--- config.mk ---
export PLATFORM = sky130hd
export DESIGN_NAME = alu_share_arbiter_flat
export DESIGN_NICKNAME = d
export VERILOG_FILES = /design/src/rtl/alu_share_arbiter_if.sv /design/src/rtl/alu_share_arbiter.sv /design/src/flat_wrapper.sv
export SDC_FILE = /design/constraint.sdc
export NUM_CORES = 1
export LEC_CHECK = 0
export ABC_AREA = 1
export CORE_UTILIZATION = 35
export DETAILED_ROUTE_END_ITERATION = 10
export PLACE_DENSITY_LB_ADDON = 0.15
export SLEW_MARGIN = 5
export SYNTH_ARGS = -nofsm -noshare
export SYNTH_HDL_FRONTEND = slang
export SYNTH_SLANG_ARGS = --single-unit
--- constraint.sdc ---
create_clock -name clk -period 1.5 [get_ports clk]
set_clock_uncertainty 0.1 [all_clocks]
set_input_delay 0.15 -clock clk [delete_from_list [all_inputs] [get_ports clk]]
set_output_delay 0.15 -clock clk [all_outputs]
set_load 0.05 [all_outputs]
--- src/rtl/alu_share_arbiter_if.sv ---
`default_nettype none
// ============================================================================
// Module      : alu_share_arbiter_if
// Description : Request, response and shared-ALU bundle for alu_share_arbiter.
//               The master side is issue logic plus the ALU instance; the
//               slave side is the arbiter itself.
// Revision    : 1.0 - initial release
// ============================================================================
interface alu_share_arbiter_if #(
  parameter int DATA_WIDTH = 32,
  parameter int CTRL_WIDTH = 7
);
  // Request port 0 (integer issue path)
  logic                  req0_valid;
  logic                  req0_ready;
  logic [DATA_WIDTH-1:0] req0_rs1;
  logic [DATA_WIDTH-1:0] req0_rs2;
  logic [CTRL_WIDTH-1:0] req0_aluControl;
  // Request port 1 (branch/compare unit)
  logic                  req1_valid;
  logic                  req1_ready;
  logic [DATA_WIDTH-1:0] req1_rs1;
  logic [DATA_WIDTH-1:0] req1_rs2;
  logic [CTRL_WIDTH-1:0] req1_aluControl;
  // Response ports
  logic                  resp0_valid;
  logic                  resp0_ready;
  logic [DATA_WIDTH-1:0] resp0_rd;
  logic                  resp0_zero;
  logic                  resp0_err;
  logic                  resp1_valid;
  logic                  resp1_ready;
  logic [DATA_WIDTH-1:0] resp1_rd;
  logic                  resp1_zero;
  logic                  resp1_err;
  // Shared combinational ALU
  logic [DATA_WIDTH-1:0] alu_rs1;
  logic [DATA_WIDTH-1:0] alu_rs2;
  logic [CTRL_WIDTH-1:0] alu_aluControl;
  logic [DATA_WIDTH-1:0] alu_rd;
  // Status
  logic                  busy;

  modport slave (
    input  req0_valid, req0_rs1, req0_rs2, req0_aluControl,
    input  req1_valid, req1_rs1, req1_rs2, req1_aluControl,
    output req0_ready, req1_ready,
    output resp0_valid, resp0_rd, resp0_zero, resp0_err,
    output resp1_valid, resp1_rd, resp1_zero, resp1_err,
    input  resp0_ready, resp1_ready,
    output alu_rs1, alu_rs2, alu_aluControl,
    input  alu_rd,
    output busy
  );

  modport master (
    output req0_valid, req0_rs1, req0_rs2, req0_aluControl,
    output req1_valid, req1_rs1, req1_rs2, req1_aluControl,
    input  req0_ready, req1_ready,
    input  resp0_valid, resp0_rd, resp0_zero, resp0_err,
    input  resp1_valid, resp1_rd, resp1_zero, resp1_err,
    output resp0_ready, resp1_ready,
    input  alu_rs1, alu_rs2, alu_aluControl,
    output alu_rd,
    input  busy
  );
endinterface
`default_nettype wire

--- src/rtl/alu_share_arbiter.sv ---
`default_nettype none
// ============================================================================
// Module      : alu_share_arbiter
// Description : Round-robin sharing of one combinational ALU between two
//               valid/ready requesters. One operation in flight at a time:
//               accept -> drive ALU -> register result -> hold response.
// Revision    : 1.0 - initial release
// ============================================================================
module alu_share_arbiter #(
  parameter int DATA_WIDTH = 32,
  parameter int CTRL_WIDTH = 7
) (
  input  logic                 clk,
  input  logic                 rst_n,
  alu_share_arbiter_if.slave   bus
);

  localparam logic [CTRL_WIDTH-1:0] CODE_MAX = CTRL_WIDTH'(10);

  typedef enum logic [1:0] {
    IDLE = 2'd0,
    EXEC = 2'd1,
    RESP = 2'd2
  } state_t;

  state_t                state;
  state_t                state_nxt;
  logic                  last_grant;
  logic                  owner;
  logic [DATA_WIDTH-1:0] op_rs1;
  logic [DATA_WIDTH-1:0] op_rs2;
  logic [CTRL_WIDTH-1:0] op_ctrl;
  logic [DATA_WIDTH-1:0] res_rd;
  logic                  res_zero;
  logic                  res_err;
  logic                  grant0;
  logic                  grant1;
  logic                  take;
  logic                  resp_fire;

  // Arbitration: a lone requester wins; on a tie the port that did not win last time wins.
  always_comb begin
    grant0 = 1'b0;
    grant1 = 1'b0;
    if (rst_n && (state == IDLE)) begin
      grant0 = bus.req0_valid && (!bus.req1_valid ||  last_grant);
      grant1 = bus.req1_valid && (!bus.req0_valid || !last_grant);
    end
  end

  assign take      = grant0 || grant1;
  assign resp_fire = (state == RESP) && (owner ? bus.resp1_ready : bus.resp0_ready);

  // State register.
  always_ff @(posedge clk or negedge rst_n) begin
    if (!rst_n) state <= IDLE;
    else        state <= state_nxt;
  end

  // Next-state: accept -> one execute cycle -> hold response until consumed.
  always_comb begin
    state_nxt = state;
    case (state)
      IDLE:    if (take) state_nxt = EXEC;
      EXEC:    state_nxt = RESP;
      RESP:    if (resp_fire) state_nxt = IDLE;
      default: state_nxt = IDLE;
    endcase
  end

  // Operand latch on handshake, result capture at the end of the execute cycle.
  always_ff @(posedge clk or negedge rst_n) begin
    if (!rst_n) begin
      last_grant <= 1'b1;
      owner      <= 1'b0;
      op_rs1     <= '0;
      op_rs2     <= '0;
      op_ctrl    <= '0;
      res_rd     <= '0;
      res_zero   <= 1'b0;
      res_err    <= 1'b0;
    end else begin
      if (take) begin
        owner      <= grant1;
        last_grant <= grant1;
        op_rs1     <= grant1 ? bus.req1_rs1        : bus.req0_rs1;
        op_rs2     <= grant1 ? bus.req1_rs2        : bus.req0_rs2;
        op_ctrl    <= grant1 ? bus.req1_aluControl : bus.req0_aluControl;
      end
      if (state == EXEC) begin
        res_rd   <= bus.alu_rd;
        res_zero <= (bus.alu_rd == '0);
        res_err  <= (op_ctrl == '0) || (op_ctrl > CODE_MAX);
      end
    end
  end

  assign bus.req0_ready     = grant0;
  assign bus.req1_ready     = grant1;

  // The ALU always sees the latched operands, including illegal codes.
  assign bus.alu_rs1        = op_rs1;
  assign bus.alu_rs2        = op_rs2;
  assign bus.alu_aluControl = op_ctrl;

  // Only the owning port ever shows a response.
  assign bus.resp0_valid    = (state == RESP) && !owner;
  assign bus.resp1_valid    = (state == RESP) &&  owner;
  assign bus.resp0_rd       = owner ? '0   : res_rd;
  assign bus.resp0_zero     = owner ? 1'b0 : res_zero;
  assign bus.resp0_err      = owner ? 1'b0 : res_err;
  assign bus.resp1_rd       = owner ? res_rd   : '0;
  assign bus.resp1_zero     = owner ? res_zero : 1'b0;
  assign bus.resp1_err      = owner ? res_err  : 1'b0;

  assign bus.busy           = (state != IDLE);

endmodule
`default_nettype wire

--- src/flat_wrapper.sv ---
// flat-port wrapper written by rule: the top's interface ports become plain ports
module alu_share_arbiter_flat 
#(
  parameter int DATA_WIDTH = 32,
  parameter int CTRL_WIDTH = 7
)
  (clk, rst_n, bus_req0_valid, bus_req0_rs1, bus_req0_rs2, bus_req0_aluControl, bus_req1_valid, bus_req1_rs1, bus_req1_rs2, bus_req1_aluControl, bus_req0_ready, bus_req1_ready, bus_resp0_valid, bus_resp0_rd, bus_resp0_zero, bus_resp0_err, bus_resp1_valid, bus_resp1_rd, bus_resp1_zero, bus_resp1_err, bus_resp0_ready, bus_resp1_ready, bus_alu_rs1, bus_alu_rs2, bus_alu_aluControl, bus_alu_rd, bus_busy);
  alu_share_arbiter_if #(.DATA_WIDTH(DATA_WIDTH), .CTRL_WIDTH(CTRL_WIDTH)) bus_i ();
  input  logic clk;
  input  logic rst_n;
  input wire logic [$bits(bus_i.req0_valid)-1:0] bus_req0_valid;
  input wire logic [$bits(bus_i.req0_rs1)-1:0] bus_req0_rs1;
  input wire logic [$bits(bus_i.req0_rs2)-1:0] bus_req0_rs2;
  input wire logic [$bits(bus_i.req0_aluControl)-1:0] bus_req0_aluControl;
  input wire logic [$bits(bus_i.req1_valid)-1:0] bus_req1_valid;
  input wire logic [$bits(bus_i.req1_rs1)-1:0] bus_req1_rs1;
  input wire logic [$bits(bus_i.req1_rs2)-1:0] bus_req1_rs2;
  input wire logic [$bits(bus_i.req1_aluControl)-1:0] bus_req1_aluControl;
  output wire logic [$bits(bus_i.req0_ready)-1:0] bus_req0_ready;
  output wire logic [$bits(bus_i.req1_ready)-1:0] bus_req1_ready;
  output wire logic [$bits(bus_i.resp0_valid)-1:0] bus_resp0_valid;
  output wire logic [$bits(bus_i.resp0_rd)-1:0] bus_resp0_rd;
  output wire logic [$bits(bus_i.resp0_zero)-1:0] bus_resp0_zero;
  output wire logic [$bits(bus_i.resp0_err)-1:0] bus_resp0_err;
  output wire logic [$bits(bus_i.resp1_valid)-1:0] bus_resp1_valid;
  output wire logic [$bits(bus_i.resp1_rd)-1:0] bus_resp1_rd;
  output wire logic [$bits(bus_i.resp1_zero)-1:0] bus_resp1_zero;
  output wire logic [$bits(bus_i.resp1_err)-1:0] bus_resp1_err;
  input wire logic [$bits(bus_i.resp0_ready)-1:0] bus_resp0_ready;
  input wire logic [$bits(bus_i.resp1_ready)-1:0] bus_resp1_ready;
  output wire logic [$bits(bus_i.alu_rs1)-1:0] bus_alu_rs1;
  output wire logic [$bits(bus_i.alu_rs2)-1:0] bus_alu_rs2;
  output wire logic [$bits(bus_i.alu_aluControl)-1:0] bus_alu_aluControl;
  input wire logic [$bits(bus_i.alu_rd)-1:0] bus_alu_rd;
  output wire logic [$bits(bus_i.busy)-1:0] bus_busy;
  assign bus_i.req0_valid = bus_req0_valid;
  assign bus_i.req0_rs1 = bus_req0_rs1;
  assign bus_i.req0_rs2 = bus_req0_rs2;
  assign bus_i.req0_aluControl = bus_req0_aluControl;
  assign bus_i.req1_valid = bus_req1_valid;
  assign bus_i.req1_rs1 = bus_req1_rs1;
  assign bus_i.req1_rs2 = bus_req1_rs2;
  assign bus_i.req1_aluControl = bus_req1_aluControl;
  assign bus_req0_ready = bus_i.req0_ready;
  assign bus_req1_ready = bus_i.req1_ready;
  assign bus_resp0_valid = bus_i.resp0_valid;
  assign bus_resp0_rd = bus_i.resp0_rd;
  assign bus_resp0_zero = bus_i.resp0_zero;
  assign bus_resp0_err = bus_i.resp0_err;
  assign bus_resp1_valid = bus_i.resp1_valid;
  assign bus_resp1_rd = bus_i.resp1_rd;
  assign bus_resp1_zero = bus_i.resp1_zero;
  assign bus_resp1_err = bus_i.resp1_err;
  assign bus_i.resp0_ready = bus_resp0_ready;
  assign bus_i.resp1_ready = bus_resp1_ready;
  assign bus_alu_rs1 = bus_i.alu_rs1;
  assign bus_alu_rs2 = bus_i.alu_rs2;
  assign bus_alu_aluControl = bus_i.alu_aluControl;
  assign bus_i.alu_rd = bus_alu_rd;
  assign bus_busy = bus_i.busy;
  alu_share_arbiter #(.DATA_WIDTH(DATA_WIDTH), .CTRL_WIDTH(CTRL_WIDTH)) u_core (.clk(clk), .rst_n(rst_n), .bus(bus_i));
endmodule
# Word-level counts from Yosys, hierarchy flattened
# Index checks and enable logic that the tools add are counted.
classes:
  magnitude_cmp: 1
  n_eq_ne: 4
  mux: 15
  n_reduce_logical: 19
op_table:
  columns: ["cell", "count"]
  rows:
  - ["32-bit 2-to-1 mux", 4]
  - ["32-bit zero test", 1]
  - ["7-bit by 4-bit greater-than comparator with 1-bit output, second input constant", 1]
  - ["7-bit zero test", 1]
  - ["1-bit 2-to-1 mux", 7]
  - ["7-bit 2-to-1 mux", 1]
  - ["1-bit logical AND", 6]
  - ["2-bit one-hot mux with 3 select lines", 1]
  - ["1-bit zero test", 4]
  - ["1-bit logical OR", 4]
  - ["2-bit 2-to-1 mux", 2]
  - ["2-bit by 1-bit inequality test with 1-bit output, second input constant", 2]
  - ["2-bit by 1-bit equality test with 1-bit output, second input constant", 1]
  - ["2-bit equality test, second input constant", 1]
  - ["2-bit zero test", 1]
  - ["2-bit AND reduction", 1]
  - ["2-bit nonzero test", 1]
word_totals:
  ff_bits: 109
  input_bits: 180

# Longest topological paths before layout
logic_depth:
  ltp_word: 7
  mapped_depth: 9

# Worst setup path before layout
# Ideal clock, no wire load.
synth_timing:
  path_type: "flip-flop to output port"
  from: "reg u_core.owner"
  to: "out bus_resp0_rd[21]"
  t_arrival_ns: 1.583
  required_time_ns: 1.250
  setup_slack_ns: -0.333
  path_stages_with_launch: 5
  cell_sequence: "dfrtp_1 -> clkbuf_1 -> clkbuf_1 -> clkbuf_1 -> nor2_1"
synth_between:
  elab_chain_len: 1
synth_rtl:
  columns: ["element", "line_no", "rtl"]
  rows:
  - ["from (decl)", "alu_share_arbiter.sv:29", "logic owner;"]
  - ["from (signal assigned)", "alu_share_arbiter.sv:84", "owner <= grant1;"]
  - ["32-bit 2-to-1 mux", "alu_share_arbiter.sv:109", "assign bus.resp0_rd = owner ? '0 : res_rd;"]
  - ["to (decl)", "flat_wrapper.sv:22", "output wire logic [$bits(bus_i.resp0_rd)-1:0] bus_resp0_rd;"]
# Every way passes these cells.

# Worst setup path after layout
layout_timing:
  from: "reg u_core.owner"
  to: "out bus_resp1_rd[21]"
layout_between:
  elab_chain_len: 1
layout_rtl:
  columns: ["element", "line_no", "rtl"]
  rows:
  - ["32-bit 2-to-1 mux", "alu_share_arbiter.sv:112", "assign bus.resp1_rd = owner ? res_rd : '0;"]
  - ["to (decl)", "flat_wrapper.sv:26", "output wire logic [$bits(bus_i.resp1_rd)-1:0] bus_resp1_rd;"]
# Every way passes these cells.

==> flow_summary_export.csv <==
group,metric,value,unit
cts,cts.path.max_buffers,2,
logic_synthesis,syn_inst,859,
die,ios,324,
routing,post_drt_wl_per_cell,20.0,um
finish,nets,1417,
finish,drive_gt1_share,42.8,%
logic_synthesis,synth-edff-count,0,
sta,fin_crit,1.82,ns
sta,setup_viol,147,
sta,worst_hold_slack,-0.0175,ns
power_and_ir_drop,peakVddDrop,0.00134,V
sta,fin_setup_tns,-32.04,ns
die,rows,46,
sta,tightest_slew,0.887,ns
die,start_util,36.1,%
power_and_ir_drop,total_power,32.0,mW
placement,hpwl,15400,um
finish,syn2layout_area_growth,138,%
min_path,hold_class,"input pin to async pin",
cts,tritoncts,"done",
finish,fin_util,85.9,%
logic_synthesis,synth_flop_cell,"dfrtp_1",
sta,maxSlewViolCount,0,
logic_synthesis,synth-seq-cells,109,
worst_setup_path,critPathRequiredTime,1.25,ns
placement,finalWeightedCongestion,0.766,
logic_synthesis,yosysUniqueCellTypes,24,
global_route,grt-ovfl-total,0,
run_status,status,"finished with violations",
placement,portBuffers,323,
routing,drtIter0Drc,396,
die,core_area,0.0160,mm^2
worst_setup_path,path_max_fanout,8,
sta,slew_headroom,40.9,%
logic_synthesis,syn-num-nets,1039,
logic_synthesis,yosys.cell_count.top_type,"nand2_1",
logic_synthesis,syn_area_per_cell,6.72,um^2
routing,drt-pass1-iter-count,5,
worst_setup_path,cp-end-kind,"output pin",
routing,ant_nets,0,
routing,vias,7428,
logic_synthesis,synth_area_leaders,"dfrtp_1 (47%), nand2_1 (28%), nand3_1 (6.5%), inv_1 (5.6%), nor2_1 (3.6%)",
run_status,violations,"hold timing, setup timing",
logic_synthesis,netlist.area_leader.share,46.8,%
cts,clkTransAtPathRegs,0.08,ns
sta,rsz0062_at_grt,"yes",
routing,remaining_drc_errors,0,
sta,fmax,0.549,GHz
sta,fin_ws,-0.322,ns
die,fp.dieW,130,um
power_and_ir_drop,powerDensity,2330,mW/mm^2
die,die_h,130,um
global_route,globalRouteTotalUtil,32.1,%
logic_synthesis,ys_seq_area_share,47.3,%
worst_setup_path,crit_type,"register to output pin",
routing,viasPerCell,5.09,
logic_synthesis,ys_async_sr_fraction,100,%
global_route,antenna_found_initial,1,
job,drv_cap,0,
cts,worst_skew_pair.late_latency,0.36,ns
finish,fillerInstances,797,
cts,htree_levels,3,
placement,place_ws,-0.280,ns
sta,finalHoldViolCount,49,
global_route,grt_pass1_wl,40300,um
worst_setup_path,r2r_start,"u_core.last_grant",
logic_synthesis,synth_area,0.00577,mm^2
routing,wl,29200,um
die,dieArea,0.0170,mm^2
cts,clock-sinks,109,
logic_synthesis,yosys-top-cells-count,"nand2_1 (436), dfrtp_1 (108), inv_1 (86)",
worst_setup_path,critPathLaunch,"u_core.owner",
cts,numCtsBuffers,9,
logic_synthesis,yosysTopAreaCell,"dfrtp_1",
power_and_ir_drop,p_leak,6.64,nW
global_route,grt_pass1_vias,7388,
logic_synthesis,yosys_warnings,0,
worst_setup_path,cp.arrival,1.57,ns
global_route,grt_max_degree,68,
worst_setup_path,start_kind,"register",
sta,fin_crit_sh,121,%
cts,root_buffer,"clkbuf_16",
[cell usage in the layout, fill, tap and decap left out, drive strengths merged, types with 2 or more instances in the layout]
| cell type | netlist | final |
|---|---|---|
| buf | 24 | 230 |
| bufbuf | 0 | 2 |
| bufinv | 0 | 2 |
| clkbuf | 27 | 15 |
| clkdlybuf4s50 | 0 | 178 |
| clkinv | 0 | 3 |
| clkinvlp | 0 | 2 |
| dfrtp | 108 | 108 |
| inv | 87 | 88 |
| nand2 | 437 | 437 |
| nand3 | 75 | 75 |
| nor2 | 57 | 57 |
| o21ai | 35 | 35 |
[critical path, cell delays in order (launching register included)]
cell	delay, ns
dfrtp_2	0.53
buf_12	0.19
buf_6	0.12
buf_12	0.14
nand2_4	0.06
inv_4	0.04
buf_12	0.13
[through the flow]
step | cells | area (um^2) | hold WS, ns
after floorplan | 859 | 6120 | -0.246
after global placement | 1374 | 11000 | 0.235
after detailed placement | 1374 | 11000 | 0.229
after CTS | 1453 | 13300 | 0.0107
after global routing | 1459 | 13800 | 0.0561
final | 1459 | 13800 | -0.0175
[area by class of cell]
class | count | area [um^2] | area share, %
tap | 216 | 270 | 1.97
antenna | 1 | 2.50 | 0.0182
clock inverter | 6 | 86.3 | 0.628
timing repair buffer | 416 | 6310 | 45.9
inverter | 87 | 397 | 2.88
multi-input combinational | 612 | 3680 | 26.7
timing repair inverter | 2 | 40.0 | 0.291
sequential | 109 | 2730 | 19.9
clock buffer | 10 | 239 | 1.74
[cell families after synthesis]
family | count (synthesis) | share of synthesized area [%]
AND/OR/NAND/NOR | 573 | 39.3
buffers and inverters | 138 | 9.89
flip-flops | 109 | 47.3
AO/OA/AOI/OAI | 39 | 3.51
[registers in the layout, summed over array words and instances (netlist names), 2 cells and up]
| register | cells |
|---|---|
| u_core.bus.alu_rs1 | 32 |
| u_core.bus.alu_rs2 | 32 |
| u_core.res_rd | 32 |
| u_core.bus.alu_aluControl | 7 |
| u_core.state | 2 |
[final timing paths]
kind / to / slack (ns) / cells past startpoint
worst max-delay path: bus_resp1_rd[21] / -0.32 / 6
worst min-delay path: u_core.state[0] / -0.02 / 2
worst max register to register: u_core.bus.alu_rs2[13] / -0.31 / 11
worst min register to register: u_core.bus.alu_rs1[11] / 0.43 / 2
max in group asynchronous: u_core.owner / 0.48 / 3
min in group clk: u_core.last_grant / 0.20 / 5
[per-layer routing]
metal | part of all wire (%) | global-route usage (%) | vias up
met1 | 34 | 33.6 | 3576
met3 | 8.1 | 7.53 | 103
li1 | - | - | 3363
met2 | 52 | 57.5 | 386
met4 | 5.5 | 21.3 | 0
met5 | 0 | 0 | -
[power by group]
part           internal (mW)  switching (mW)
Sequential              4.32            1.78
Combinational           10.7            12.5
Clock                   1.51            1.17
Total                   16.6            15.4
[repair_timing]
action	4_1_cts	5_1_grt
hold buffers	1	0
pin swaps	81	48
endpoints found under the setup margin	147	160
cloned	36	6
endpoints found under the hold margin	41	0
gates resized for setup	246	162
setup buffers	26	11
(Power assumes the default switching activity.)
